### src/rtl/mult_pkg.sv
// Shared definitions for the shift-add multiplier.
// Contents:
//   state_t          - controller state encoding (binary, 2 bits)
//   cycleCountWidth  - width of the iteration counter for a given operand width
package mult_pkg;

    typedef enum logic [1:0] {
        ST_IDLE = 2'd0,
        ST_CALC = 2'd1,
        ST_NEG  = 2'd2,
        ST_DONE = 2'd3
    } state_t;

    // The counter must be able to hold WIDTH itself (oCycles after a full run).
    function automatic int unsigned cycleCountWidth(input int unsigned width);
        return unsigned'($clog2(width)) + 32'd1;
    endfunction

endpackage

### src/rtl/shift_add_datapath.sv
// Datapath of the shift-add multiplier: accumulator, multiplicand and
// multiplier registers, the adder, the shifters and the final negator.
// Ports:
//   Clock, Reset   rising-edge clock, synchronous active-high reset
//   iLoad          latch operand magnitudes, clear accumulator
//   iStep          one shift-add iteration
//   iNegate        two's-complement the accumulator
//   iSignedMode    operands are two's complement (sampled with iLoad)
//   iA, iB         multiplicand / multiplier
//   oAcc           current accumulator
//   oAccNext       accumulator value after the current edge
//   oNeg           result must be negated
//   oMultZero      multiplier is zero after the pending shift
module shift_add_datapath #(
    parameter int unsigned WIDTH = 32
) (
    input  logic               Clock,
    input  logic               Reset,
    input  logic               iLoad,
    input  logic               iStep,
    input  logic               iNegate,
    input  logic               iSignedMode,
    input  logic [WIDTH-1:0]   iA,
    input  logic [WIDTH-1:0]   iB,
    output logic [2*WIDTH-1:0] oAcc,
    output logic [2*WIDTH-1:0] oAccNext,
    output logic               oNeg,
    output logic               oMultZero
);

    logic [2*WIDTH-1:0] accQ, accD;
    logic [2*WIDTH-1:0] mcandQ, mcandD;
    logic [WIDTH-1:0]   multQ, multD;
    logic               negQ, negD;
    logic [WIDTH-1:0]   aMag, bMag;

    // -2^(W-1) negates to itself, which read as unsigned is its magnitude.
    always_comb begin
        aMag = (iSignedMode && iA[WIDTH-1]) ? -iA : iA;
        bMag = (iSignedMode && iB[WIDTH-1]) ? -iB : iB;
    end

    always_comb begin
        accD   = accQ;
        mcandD = mcandQ;
        multD  = multQ;
        negD   = negQ;
        if (iLoad) begin
            accD   = '0;
            mcandD = {{WIDTH{1'b0}}, aMag};
            multD  = bMag;
            negD   = iSignedMode & (iA[WIDTH-1] ^ iB[WIDTH-1]);
        end else if (iStep) begin
            // Magnitudes are < 2^W each, so the sum never carries out.
            if (multQ[0]) begin
                accD = accQ + mcandQ;
            end
            mcandD = mcandQ << 1;
            multD  = multQ >> 1;
        end else if (iNegate) begin
            accD = ~accQ + {{(2*WIDTH-1){1'b0}}, 1'b1};
        end
    end

    always_ff @(posedge Clock) begin
        if (Reset) begin
            accQ   <= '0;
            mcandQ <= '0;
            multQ  <= '0;
            negQ   <= 1'b0;
        end else begin
            accQ   <= accD;
            mcandQ <= mcandD;
            multQ  <= multD;
            negQ   <= negD;
        end
    end

    assign oAcc      = accQ;
    assign oAccNext  = accD;
    assign oNeg      = negQ;
    assign oMultZero = (multQ >> 1) == '0;

endmodule

### src/rtl/shift_add_multiplier.sv
// Sequential shift-add multiplier with valid/ack handshake.
// One multiplier bit is consumed per CALC cycle; an optional early exit
// fires once the remaining multiplier bits are all zero. Signed operands
// are multiplied as magnitudes and the product is negated in NEG.
// Ports:
//   Clock, Reset   rising-edge clock, synchronous active-high reset
//   iValid_Data    operands valid (taken only in IDLE)
//   iSigned        two's-complement operands (when SIGNED_EN)
//   iA, iB         multiplicand / multiplier
//   iAck           result consumed (acts only in DONE)
//   oBusy          high in CALC and NEG
//   oDone          high in DONE, oProduct valid
//   oProduct       2*WIDTH-bit product, updated on entry to DONE
//   oCycles        CALC iterations used by the last operation
module shift_add_multiplier
    import mult_pkg::*;
#(
    parameter int unsigned WIDTH      = 32,
    parameter bit          SIGNED_EN  = 1'b1,
    parameter bit          EARLY_TERM = 1'b1,
    localparam int unsigned CW        = cycleCountWidth(WIDTH)
) (
    input  logic               Clock,
    input  logic               Reset,
    input  logic               iValid_Data,
    input  logic               iSigned,
    input  logic [WIDTH-1:0]   iA,
    input  logic [WIDTH-1:0]   iB,
    input  logic               iAck,
    output logic               oBusy,
    output logic               oDone,
    output logic [2*WIDTH-1:0] oProduct,
    output logic [CW-1:0]      oCycles
);

    state_t             stateQ, stateD;
    logic [CW-1:0]      cntQ, cntD;
    logic [CW-1:0]      cyclesQ, cyclesD;
    logic [2*WIDTH-1:0] productQ, productD;

    logic               load, step, negate;
    logic               signedMode;
    logic [2*WIDTH-1:0] acc, accNext;
    logic               neg, multZero;

    assign signedMode = iSigned & SIGNED_EN;

    shift_add_datapath #(
        .WIDTH (WIDTH)
    ) u_datapath (
        .Clock       (Clock),
        .Reset       (Reset),
        .iLoad       (load),
        .iStep       (step),
        .iNegate     (negate),
        .iSignedMode (signedMode),
        .iA          (iA),
        .iB          (iB),
        .oAcc        (acc),
        .oAccNext    (accNext),
        .oNeg        (neg),
        .oMultZero   (multZero)
    );

    always_comb begin
        stateD   = stateQ;
        cntD     = cntQ;
        cyclesD  = cyclesQ;
        productD = productQ;
        load     = 1'b0;
        step     = 1'b0;
        negate   = 1'b0;

        unique case (stateQ)
            ST_IDLE: begin
                if (iValid_Data) begin
                    load   = 1'b1;
                    cntD   = '0;
                    stateD = ST_CALC;
                end
            end
            ST_CALC: begin
                step = 1'b1;
                cntD = cntQ + CW'(1);
                if ((cntQ == CW'(WIDTH - 1)) || (EARLY_TERM && multZero)) begin
                    cyclesD = cntQ + CW'(1);
                    stateD  = neg ? ST_NEG : ST_DONE;
                end
            end
            ST_NEG: begin
                negate = 1'b1;
                stateD = ST_DONE;
            end
            ST_DONE: begin
                if (iAck) begin
                    stateD = ST_IDLE;
                end
            end
            default: stateD = ST_IDLE;
        endcase

        // Capture the final accumulator (including this edge's update) on entry to DONE.
        if (stateD == ST_DONE && stateQ != ST_DONE) begin
            productD = accNext;
        end
    end

    always_ff @(posedge Clock) begin
        if (Reset) begin
            stateQ   <= ST_IDLE;
            cntQ     <= '0;
            cyclesQ  <= '0;
            productQ <= '0;
        end else begin
            stateQ   <= stateD;
            cntQ     <= cntD;
            cyclesQ  <= cyclesD;
            productQ <= productD;
        end
    end

    assign oBusy    = (stateQ == ST_CALC) || (stateQ == ST_NEG);
    assign oDone    = (stateQ == ST_DONE);
    assign oProduct = productQ;
    assign oCycles  = cyclesQ;

    // acc is only consumed through accNext; keep it observable for debug.
    logic unusedAcc;
    assign unusedAcc = ^acc;

endmodule
### config.mk
export PLATFORM = sky130hd
export DESIGN_NAME = shift_add_multiplier
export DESIGN_NICKNAME = d
export VERILOG_FILES = /design/src/rtl/mult_pkg.sv /design/src/rtl/shift_add_datapath.sv /design/src/rtl/shift_add_multiplier.sv
export SDC_FILE = /design/constraint.sdc
export NUM_CORES = 1
export LEC_CHECK = 0
export BUFFER_PORTS_ARGS = -buffer_cell sky130_fd_sc_hd__buf_2
export CORE_MARGIN = 8
export CORE_UTILIZATION = 32
export CTS_CLUSTER_SIZE = 12
export DETAILED_ROUTE_END_ITERATION = 6
export GPL_TIMING_DRIVEN = 0
export SLEW_MARGIN = 20
export SYNTH_ARGS = -nofsm -noshare
export SYNTH_HDL_FRONTEND = slang
export SYNTH_SLANG_ARGS = --single-unit
### constraint.sdc
create_clock -name Clock -period 5.95 [get_ports Clock]
set_input_delay 0.595 -clock Clock [delete_from_list [all_inputs] [get_ports Clock]]
set_output_delay 0.595 -clock Clock [all_outputs]
set_load 0.02 [all_outputs]
==> results.md, run 1 <==
* WP data arrival at 4710 ps
* Top FF cell, synth: dfxtp_1
* Number of synthesized register bits at around 240
* Commonest cells after routing, fill and taps aside: 239 x dfxtp_1, 232 x nor2_1, 181 x nand2_1
* Critical Path Most Common Cell: clkbuf_1
* H-tree depth at 1
* Ys Warns at 0
* Crit-path cells: inv_1 -> ha_1 -> clkinv_1 -> nor2_1 -> clkbuf_1 -> clkbuf_1 -> nand2_1 -> o21ai_0 -> o31ai_1
* Vias at 17500
* Post-Syn Area at 16600 um2
* Max clock buf depth at 3
* Port-buffer cells at 140
* Slew headroom at 0.202
* Max cap viols at 0
* Max-slew violations at 0
* Root buffer cell: clkbuf_16
* Drt wl/cell at 23.6 um
* Largest net degree at the start of global routing at 16
* Vias/cell at approximately 5.9
* Fillers at around 5400
* Most common cell after layout, fill and taps aside: dfxtp_1
* Status: finished clean
* Rows at 83
* Gr usage total at 0.225
* Total of cells resized after clock tree synthesis at 0
* Critical Path Start Type: flop
* Area taken by multi-input logic gates at 11100 um2
* Cell leakage power at 0.00766 uW
* PwrDens at roughly 280 nW/um2
* Max frequency at ~0.23 GHz
* TritonCTS clock tree: built
* Critical Path Fanout Max at 10
* Worst Hold Class: in2reg
* Die Span Y at 244 um
* Total Die Area at 59500 um2
* HPWL Detailed at between 50 and 60 mm
* Final hold violation count at 0
* FF/Latch Area at 4780 um2
* CP bufs+invs at 4
* Worst Tran Pin Value at around 1200 ps
* DRT antenna net count at 0
* Core footprint at 51300 um2
* Final setup TNS at 0 ps
* Number of I/O pins at 141
* Slowest cell on the critical path: nor2_1
* Skew final at around 32 ps
* Syn Nets at approximately 2200
* Pre-antenna DRT Iters at 6
* Die Wd at 244 um
* CP delay by family, top: buffers and inverters
* Initial Utilization at 0.324
* Hold_buf cts at 0
* Vias in the first global route at 16800
* Nets at between 2000 and 2500
* GRT overflow at 0
* Mapped Cells at 2102
* RSZ-0062 raised after global routing: false
* Setup violators final at 0
* RePlAce Congestion at 0.953
* Worst EP required at approximately 6400 ps
* Share of layout cells above drive strength 1 at 0.104
* Register area share after synthesis at 0.288
* First-pass GRT wire length at 106 mm
* Setup Buffers After CTS at 0
* P&R area growth vs syn at 16.2%
* Initial antenna violation count at 0
* Worst setup EP type: flop
* Clk pin slew, worst setup/hold paths at about 70 ps
* Final wirelength at 70.4 mm
* Clock Latency Late Sink at ~600 ps
* Avg Cell Area, Syn at 7.91 um2
* Pwr Total at 5470 uW
* Unique masters post-synth at 91
* Tcrit/Tclk final at 0.715
* DRC Markers at 0
* EDFF count, synth at 0
* TritonCTS Buffers at 29
* Starting DRT DRC Count at 1707
* Max IR drop VDD at 196 uV
* Critical Path Max Stage Delay at 920 ps
* CTS sink count at between 200 and 250
* WS Path Type: reg2reg
* Tmin final at 4260 ps
* Ys async rst share at 0
cells by family (layout without fill, tap and decap cells):
kind of cell               count (synthesis)  in the layout  synth area share
other                                      0              1                 0
adders and majority gates                 72             72            0.0546
xor gates and xnor gates                 148            148            0.0780
buffers and inverters                    187            381            0.0457
muxes                                    113            113            0.0686
AOI/OAI and AO/OA                        636            636             0.259
and+or+nand+nor                          707            707             0.206
DFF                                      239            239             0.288
through the flow:
| stage | util | instance area (um2) | setup slack (ps) | cells | hold slack (ps) |
|---|---|---|---|---|---|
| 2_1_floorplan | - | 16600 | 3000 | 2102 | 432 |
| 3_3_place_gp | 0.354 | 18200 | 1890 | 2922 | 435 |
| 3_5_place_dp | 0.354 | 18200 | 1850 | 2922 | 445 |
| 4_1_cts | 0.377 | 19300 | 1800 | 2976 | 277 |
| 5_1_grt | 0.377 | 19300 | 1550 | 2976 | 333 |
| 6_report | 0.377 | 19300 | 1690 | 2977 | 302 |
registers in the layout, summed over array words and instances, names as in the netlist:
register and cells:
u_datapath.oNeg 1, oCycles 6, cntQ 6, stateQ 2
u_datapath.oAcc 64, u_datapath.mcandQ 64, u_datapath.multQ 32, oProduct 64
final cells by class:
cell class                      count  share of cell area
Multi-Input combinational cell   1676               0.573
Sequential cell                   239               0.248
Clock buffer                       41              0.0440
Tap cell                          680              0.0440
Timing Repair Buffer              140              0.0363
Buffer                            145              0.0312
Clock inverter                     13              0.0151
Inverter                           42             0.00816
Antenna cell                        1            0.000130
final timing paths:
kind	start	slack, ps	end	depth (start not counted)
worst min register to register	oProduct[44]$_SDFFE_PP0P_	450	oProduct[44]$_SDFFE_PP0P_	2
worst max-delay path	stateQ[1]$_SDFF_PP0_	1690	oProduct[27]$_SDFFE_PP0P_	9
worst max register to register	stateQ[1]$_SDFF_PP0_	1690	oProduct[27]$_SDFFE_PP0P_	9
worst min-delay path	iB[31]	300	u_datapath.multQ[31]$_SDFFE_PP0P_	3
layer usage:
metal	part of all wire	track usage	wire, um
met5	0	0	0
met4	0.039	0.0797	2770
met3	0.081	0.0319	5730
met2	0.45	0.366	31800
met1	0.43	0.301	30100
Yosys cell counts (5+ instances only):
cell | n | area [um2]
a2111oi_0 | 17 | 149
a211o_1 | 10 | 87.6
a211oi_1 | 83 | 623
a21o_1 | 41 | 308
a21oi_1 | 152 | 761
a221oi_1 | 6 | 52.6
a311oi_1 | 8 | 70.1
a31oi_1 | 25 | 156
and2_1 | 12 | 75.1
and3_1 | 16 | 100
buf_1 | 21 | 78.8
clkbuf_1 | 118 | 443
clkbuf_8 | 5 | 68.8
dfxtp_1 | 239 | 4780
ha_1 | 71 | 888
inv_1 | 40 | 150
mux2_2 | 7 | 78.8
mux2i_1 | 106 | 1060
nand2_1 | 181 | 679
nand2b_1 | 17 | 106
nand3_1 | 41 | 205
nand4_1 | 30 | 188
nor2_1 | 232 | 871
nor2b_1 | 23 | 144
nor3_1 | 41 | 205
nor4_1 | 32 | 200
o211a_1 | 8 | 80.1
o211ai_1 | 17 | 128
o21a_1 | 16 | 120
o21ai_0 | 101 | 505
o21bai_1 | 13 | 97.6
o221a_2 | 5 | 56.3
o22ai_1 | 19 | 119
o31ai_1 | 34 | 255
o41ai_1 | 21 | 184
or2_2 | 7 | 43.8
or3_1 | 23 | 144
or4_1 | 16 | 120
xnor2_1 | 76 | 666
xor2_1 | 72 | 631
power by group:
part | internal [uW] | switching (uW) | leakage [uW]
Sequential | 1700 | 144 | 0.00195
Clock | 1340 | 779 | 0.000559
Combinational | 493 | 1000 | 0.00515
Total | 3540 | 1920 | 0.00766
worst register-to-register path, stage by stage (launching register included):
cell and delay [ps]:
dfxtp_1 360, inv_1 110, ha_1 230, clkinv_1 390
nor2_1 920, clkbuf_1 750, clkbuf_1 670, nand2_1 110
o21ai_0 470, o31ai_1 120
Power figures use the tool's default switching activity.
==> inputs of run 2 (changes only) <==
clock period = 3.7 ns   (was 5.95 ns; I/O delays follow)
==> run 2 against run 1 <==
Compared with the run above: via count fell by 0.70%; critical path depth rose by 1; first-iteration DRC count fell by 8.1%; maximum frequency rose by 17%; register-to-register slack got worse by 1600 ps; die area did not move; combinational power rose by 62%; largest cell class unchanged.
==> results.md, run 2 (same netlist as run 1, synthesis figures left out) <==
* Status: finished clean
* Max clock buf depth at 3
* Root buffer cell: clkbuf_16
* RSZ-0062 raised after global routing: false
* Fillers at 5430
* Max cap viols at 0
* Total Die Area at a little under 60000 um2
* Commonest cells after routing, fill and taps aside: 239 x dfxtp_1, 230 x nor2_1, 181 x nand2_1
* Clk pin slew, worst setup/hold paths at around 70 ps
* P&R area growth vs syn at 17.2%
* Rows at 83
* PwrDens at 452 nW/um2
* Post-layout util at 0.380
* GRT overflow at 0
* H-tree depth at 1
* Final hold violation count at 0
* DRT antenna net count at 0
* Worst Tran Pin Value at 1100 ps
* Max IR drop VDD at about 310 uV
* TritonCTS clock tree: built
* Core footprint at 51300 um2
* Cell leakage power at 0.00771 uW
* Final wirelength at 70.5 mm
* Pre-antenna DRT Iters at 6
* HPWL Detailed at 55.1 mm
* Number of I/O pins at 141
* Critical Path Start Type: flop
* Skew final at between 20 and 25 ps
* Setup violators final at 0
* Tcrit/Tclk final at 0.986
* Clock Latency Late Sink at approximately 600 ps
* Max frequency at 0.274 GHz
* Vias in the first global route at 16800
* WS Path Type: reg2reg
* RePlAce Congestion at 0.953
* Placed Instances at 2922
* Slew headroom at 0.256
* Port-buffer cells at 140
* Max-slew violations at 0
* Vias/cell at around 5.8
* Initial antenna violation count at 1
* Hold_buf cts at 0
* Antenna diodes at 0
* Gr usage total at 0.225
* Largest net degree at the start of global routing at 16
* Worst EP required at 4140 ps
* First-pass GRT wire length at approximately 110 mm
* DRC Markers at 0
* Worst Hold Class: in2reg
* Most common cell after layout, fill and taps aside: dfxtp_1
* Fin cells at between 2000 and 3000
* CTS sink count at 239
* Initial Utilization at 0.324
* Drt wl/cell at between 20 and 25 um
* Worst setup EP type: flop
* Nets at 2412
* Share of layout cells above drive strength 1 at 0.118
* WP data arrival at about 4000 ps
* Starting DRT DRC Count at approximately 1600
* Vias at 17400
* TritonCTS Buffers at 29
* Critical Path Fanout Max at 9
* Die Wd at 244 um
* Tmin final at 3650 ps
* Die Span Y at 244 um
-- run 2: cell count changes in the layout (fill, tap and decap cells not counted), sizes merged --
| cell | before | now |
|---|---|---|
| clkbuf | 164 | 157 |
| clkdlybuf4s15 | 0 | 1 |
| diode | 1 | 0 |
| buf | 162 | 166 |
-- run 2: per-stage QoR --
| stage | power [uW] | instance area, um2 | worst slack [ps] | hold slack, ps | setup TNS [ps] |
|---|---|---|---|---|---|
| 6_report | 8800 | 19500 | 50.5 | 76.8 | 0 |
| 5_1_grt | 9130 | 19500 | 0.294 | 108 | 0 |
| 4_1_cts | 8770 | 19400 | 7.08 | 51.9 | 0 |
| 3_5_place_dp | 5360 | 18200 | -403 | 445 | -4670 |
| 3_3_place_gp | 5330 | 18200 | -362 | 435 | -4410 |
| 2_1_floorplan | 4530 | 16600 | 747 | 432 | 0 |
-- run 2: path summary, 6_finish.rpt --
path                                       start                                 to  slack [ps]  depth (start not counted)
hold / removal                            iB[31]  u_datapath.multQ[31]$_SDFFE_PP0P_          80                          3
setup / recovery  u_datapath.oAcc[27]$_SDFF_PP0_          oProduct[28]$_SDFFE_PP0P_          50                         10
setup reg to reg  u_datapath.oAcc[27]$_SDFF_PP0_          oProduct[28]$_SDFFE_PP0P_          50                         10
hold reg to reg        oProduct[44]$_SDFFE_PP0P_          oProduct[44]$_SDFFE_PP0P_         450                          2
-- run 2: final cells by class --
| cell class | count | area, um2 | area share |
|---|---|---|---|
| buffer | 137 | 584 | 0.0300 |
| clock buffer | 41 | 851 | 0.0437 |
| clock inverter | 13 | 292 | 0.0150 |
| inverter | 42 | 158 | 0.00809 |
| multi-input combinational | 1676 | 11200 | 0.575 |
| sequential | 239 | 4780 | 0.246 |
| tap | 680 | 851 | 0.0437 |
| timing repair buffer | 146 | 758 | 0.0389 |
-- run 2: repair_timing --
action | in CTS | in global routing
endpoints found under the setup margin | 36 | 48
buffers inserted | 2 | 4
pin swaps | 1 | 3
resized for setup | 16 | 27
-- run 2: per-layer routing --
metal	vias to the layer above	share of wire	global-route usage
li1	8114	-	-
met1	8313	0.43	0.302
met2	777	0.45	0.365
met3	160	0.077	0.0323
met4	2	0.044	0.0827
met5	-	0.00018	0
-- run 2: report_power, final --
part	internal (uW)	switching [uW]	total, uW
logic	801	1620	2420
registers	2740	233	2970
clock network	2160	1250	3410
-- run 2: worst max-delay path, stage by stage, from the launching register on --
cell and delay [ps]:
dfxtp_1 390, ha_1 310, clkbuf_1 310, nand4_1 310, or4_1 590, o221ai_2 350, nor2_1 250, xnor2_1 210
mux2_2 290, a21oi_1 350, o22ai_1 120
==> inputs of run 3 (changes only) <==
CORE_UTILIZATION = 55   (was 32)
PLACE_DENSITY = 0.77   (was default)
==> run 3 against run 2 <==
Compared with the run above: the run now ends with negative setup slack left; cell area is 3.2% lower; register-to-register slack worse by 170 ps; setup slack worse by 170 ps; die area is 39% lower; global-route usage is 12 points higher.
==> results.md, run 3 (same netlist as run 1, synthesis figures left out) <==
* Status: finished, violations left
* Failing checks: negative setup slack
* Core footprint at 29700 um2
* Hold_buf cts at 0
* Port-buffer cells at 140
* Clk pin slew, worst setup/hold paths at 60 ps
* TritonCTS Buffers at 28
* DRC Markers at 0
* Slew headroom at 0.235
* CTS sink count at 239
* Final Cell Area at 18900 um2
* Total Die Area at 36000 um2
* Worst setup EP type: flop
* Clock Latency Late Sink at 570 ps
* Worst Tran Pin Value at 1150 ps
* WP data arrival at 4310 ps
* TritonCTS clock tree: built
* Critical Path Max Stage Delay at 820 ps
* PwrDens at 435 nW/um2
* Most common cell after layout, fill and taps aside: dfxtp_1
* CP endpoint: cntQ[5]$_SDFFE_PP0P_
* Crit-path cells: inv_1 -> ha_1 -> clkbuf_1 -> clkbuf_1 -> buf_1 -> clkbuf_1 -> a32oi_1 -> nor2_1
* R2R Setup Slk at -110 ps
* Tcrit/Tclk final at 1.03
* Worst Hold Class: in2reg
* Vias/cell at 6.65
* Vias at 17800
* Critical Path Most Common Cell: clkbuf_1
* CP delay by family, top: buffers and inverters
* First-pass GRT wire length at 98.7 mm
* Nets at 2408
* Post-DP Area at 17800 um2
* Pre-antenna DRT Iters at 6
* Fillers at 2711
* Die Wd at approximately 190 um
* Crit Reg-Reg Startpoint: stateQ[1]$_SDFF_PP0_
* Final worst setup slack at -115 ps
* Starting DRT DRC Count at ~1900
* HPWL Detailed at 50.0 mm
* Max-slew violations at 0
* Largest net degree at the start of global routing at 15
* Final wirelength at around 66 mm
* Skew final at 12.7 ps
* Crit path from: stateQ[1]$_SDFF_PP0_
* Reg2Reg Depth at 8
* Max cap viols at 0
* Max IR drop VDD at 382 uV
* Setup violators final at 8
* WS Path Type: reg2reg
* Commonest cells after routing, fill and taps aside: 239 x dfxtp_1, 230 x nor2_1, 181 x nand2_1
* CP bufs+invs at 5
* Max clock buf depth at 3
* P&R area growth vs syn at 13.5%
* Place WS at -331 ps
* Root buffer cell: clkbuf_16
* Rows at 63
* Drt wl/cell at between 20 and 25 um
* Worst path depth at 8
* H-tree depth at 1
* Tmin final at ~3800 ps
* Gr usage total at 0.348
* Number of I/O pins at 141
* Slowest cell on the critical path: clkbuf_1
* Critical Path Fanout Max at 10
* GRT overflow at 0
* Reg-to-Reg End: cntQ[5]$_SDFFE_PP0P_
* Max frequency at 0.262 GHz
* Cell leakage power at 0.00758 uW
* Critical Path Start Type: flop
* Initial Utilization at 0.559
* DRT antenna net count at 0
* Worst EP required at ~4200 ps
* Final hold violation count at 0
* Share of layout cells above drive strength 1 at 0.111
* Vias in the first global route at 17000
* Antenna diodes at 0
* Initial antenna violation count at 0
* Die Span Y at 190 um
* RePlAce Congestion at 1.00
## run 3: changes by cell type in the layout (fill, tap and decap cells not counted), sizes merged
cell,before,now
clkinvlp,0,1
clkbuf,157,151
bufinv,8,3
clkinv,6,7
clkdlybuf4s15,1,0
inv,41,40
buf,166,168
## run 3: worst min-delay path: stages
cell	delay (ps)
buf_2	130
nand3_1	70
a21oi_1	50
## run 3: area by class of cell
cell class	instances	area, um2	share of cell area
multi-input combinational	1676	11200	0.593
timing repair buffer	146	758	0.0402
buffer	134	564	0.0299
sequential	239	4780	0.254
clock inverter	9	138	0.00729
tap	390	488	0.0259
inverter	42	158	0.00835
clock buffer	39	782	0.0414
## run 3: metal layers
metal | global-route usage | wire length [um] | share of wire
met1 | 0.436 | 25900 | 0.40
met2 | 0.553 | 29100 | 0.44
met3 | 0.0807 | 6950 | 0.11
met4 | 0.175 | 3640 | 0.055
met5 | 0 | 0 | 0
## run 3: where the power goes
| part | switching, uW | internal (uW) | total (uW) | leakage, uW |
|---|---|---|---|---|
| logic | 1590 | 799 | 2390 | 0.00519 |
| registers | 228 | 2740 | 2970 | 0.00195 |
| clock network | 1170 | 1670 | 2840 | 0.000447 |
## run 3: stage by stage
stage	hold WS (ps)	TNS (ps)	std cells	total power (uW)	util
finish	106	-447	2675	8210	0.635
global route	117	-181	2675	8480	0.635
CTS	104	0	2679	8110	0.632
detailed placement	441	-3080	2632	5290	0.599
global placement	431	-2580	2632	5250	0.599
floorplan	432	0	2102	4530	-
## run 3: worst min path at each step
| stage | start | end | slack, ps | cells past startpoint |
|---|---|---|---|---|
| floorplan | u_datapath.oNeg$_SDFFE_PP0P_ | u_datapath.oNeg$_SDFFE_PP0P_ | 430 | 2 |
| global placement | oProduct[50]$_SDFFE_PP0P_ | oProduct[50]$_SDFFE_PP0P_ | 430 | 2 |
| detailed placement | oProduct[37]$_SDFFE_PP0P_ | oProduct[37]$_SDFFE_PP0P_ | 440 | 2 |
| CTS | iB[1] | u_datapath.multQ[1]$_SDFFE_PP0P_ | 100 | 3 |
| global route | iB[31] | u_datapath.multQ[31]$_SDFFE_PP0P_ | 120 | 3 |
| finish | iB[31] | u_datapath.multQ[31]$_SDFFE_PP0P_ | 110 | 3 |
## run 3: repair_timing
item | CTS | global route
pin swaps | 1 | 5
endpoints found under the hold margin | 0 | 0
gates resized for setup | 11 | 22
gates cloned | 0 | 0
endpoints found under the setup margin | 27 | 58
buffers inserted | 0 | 6
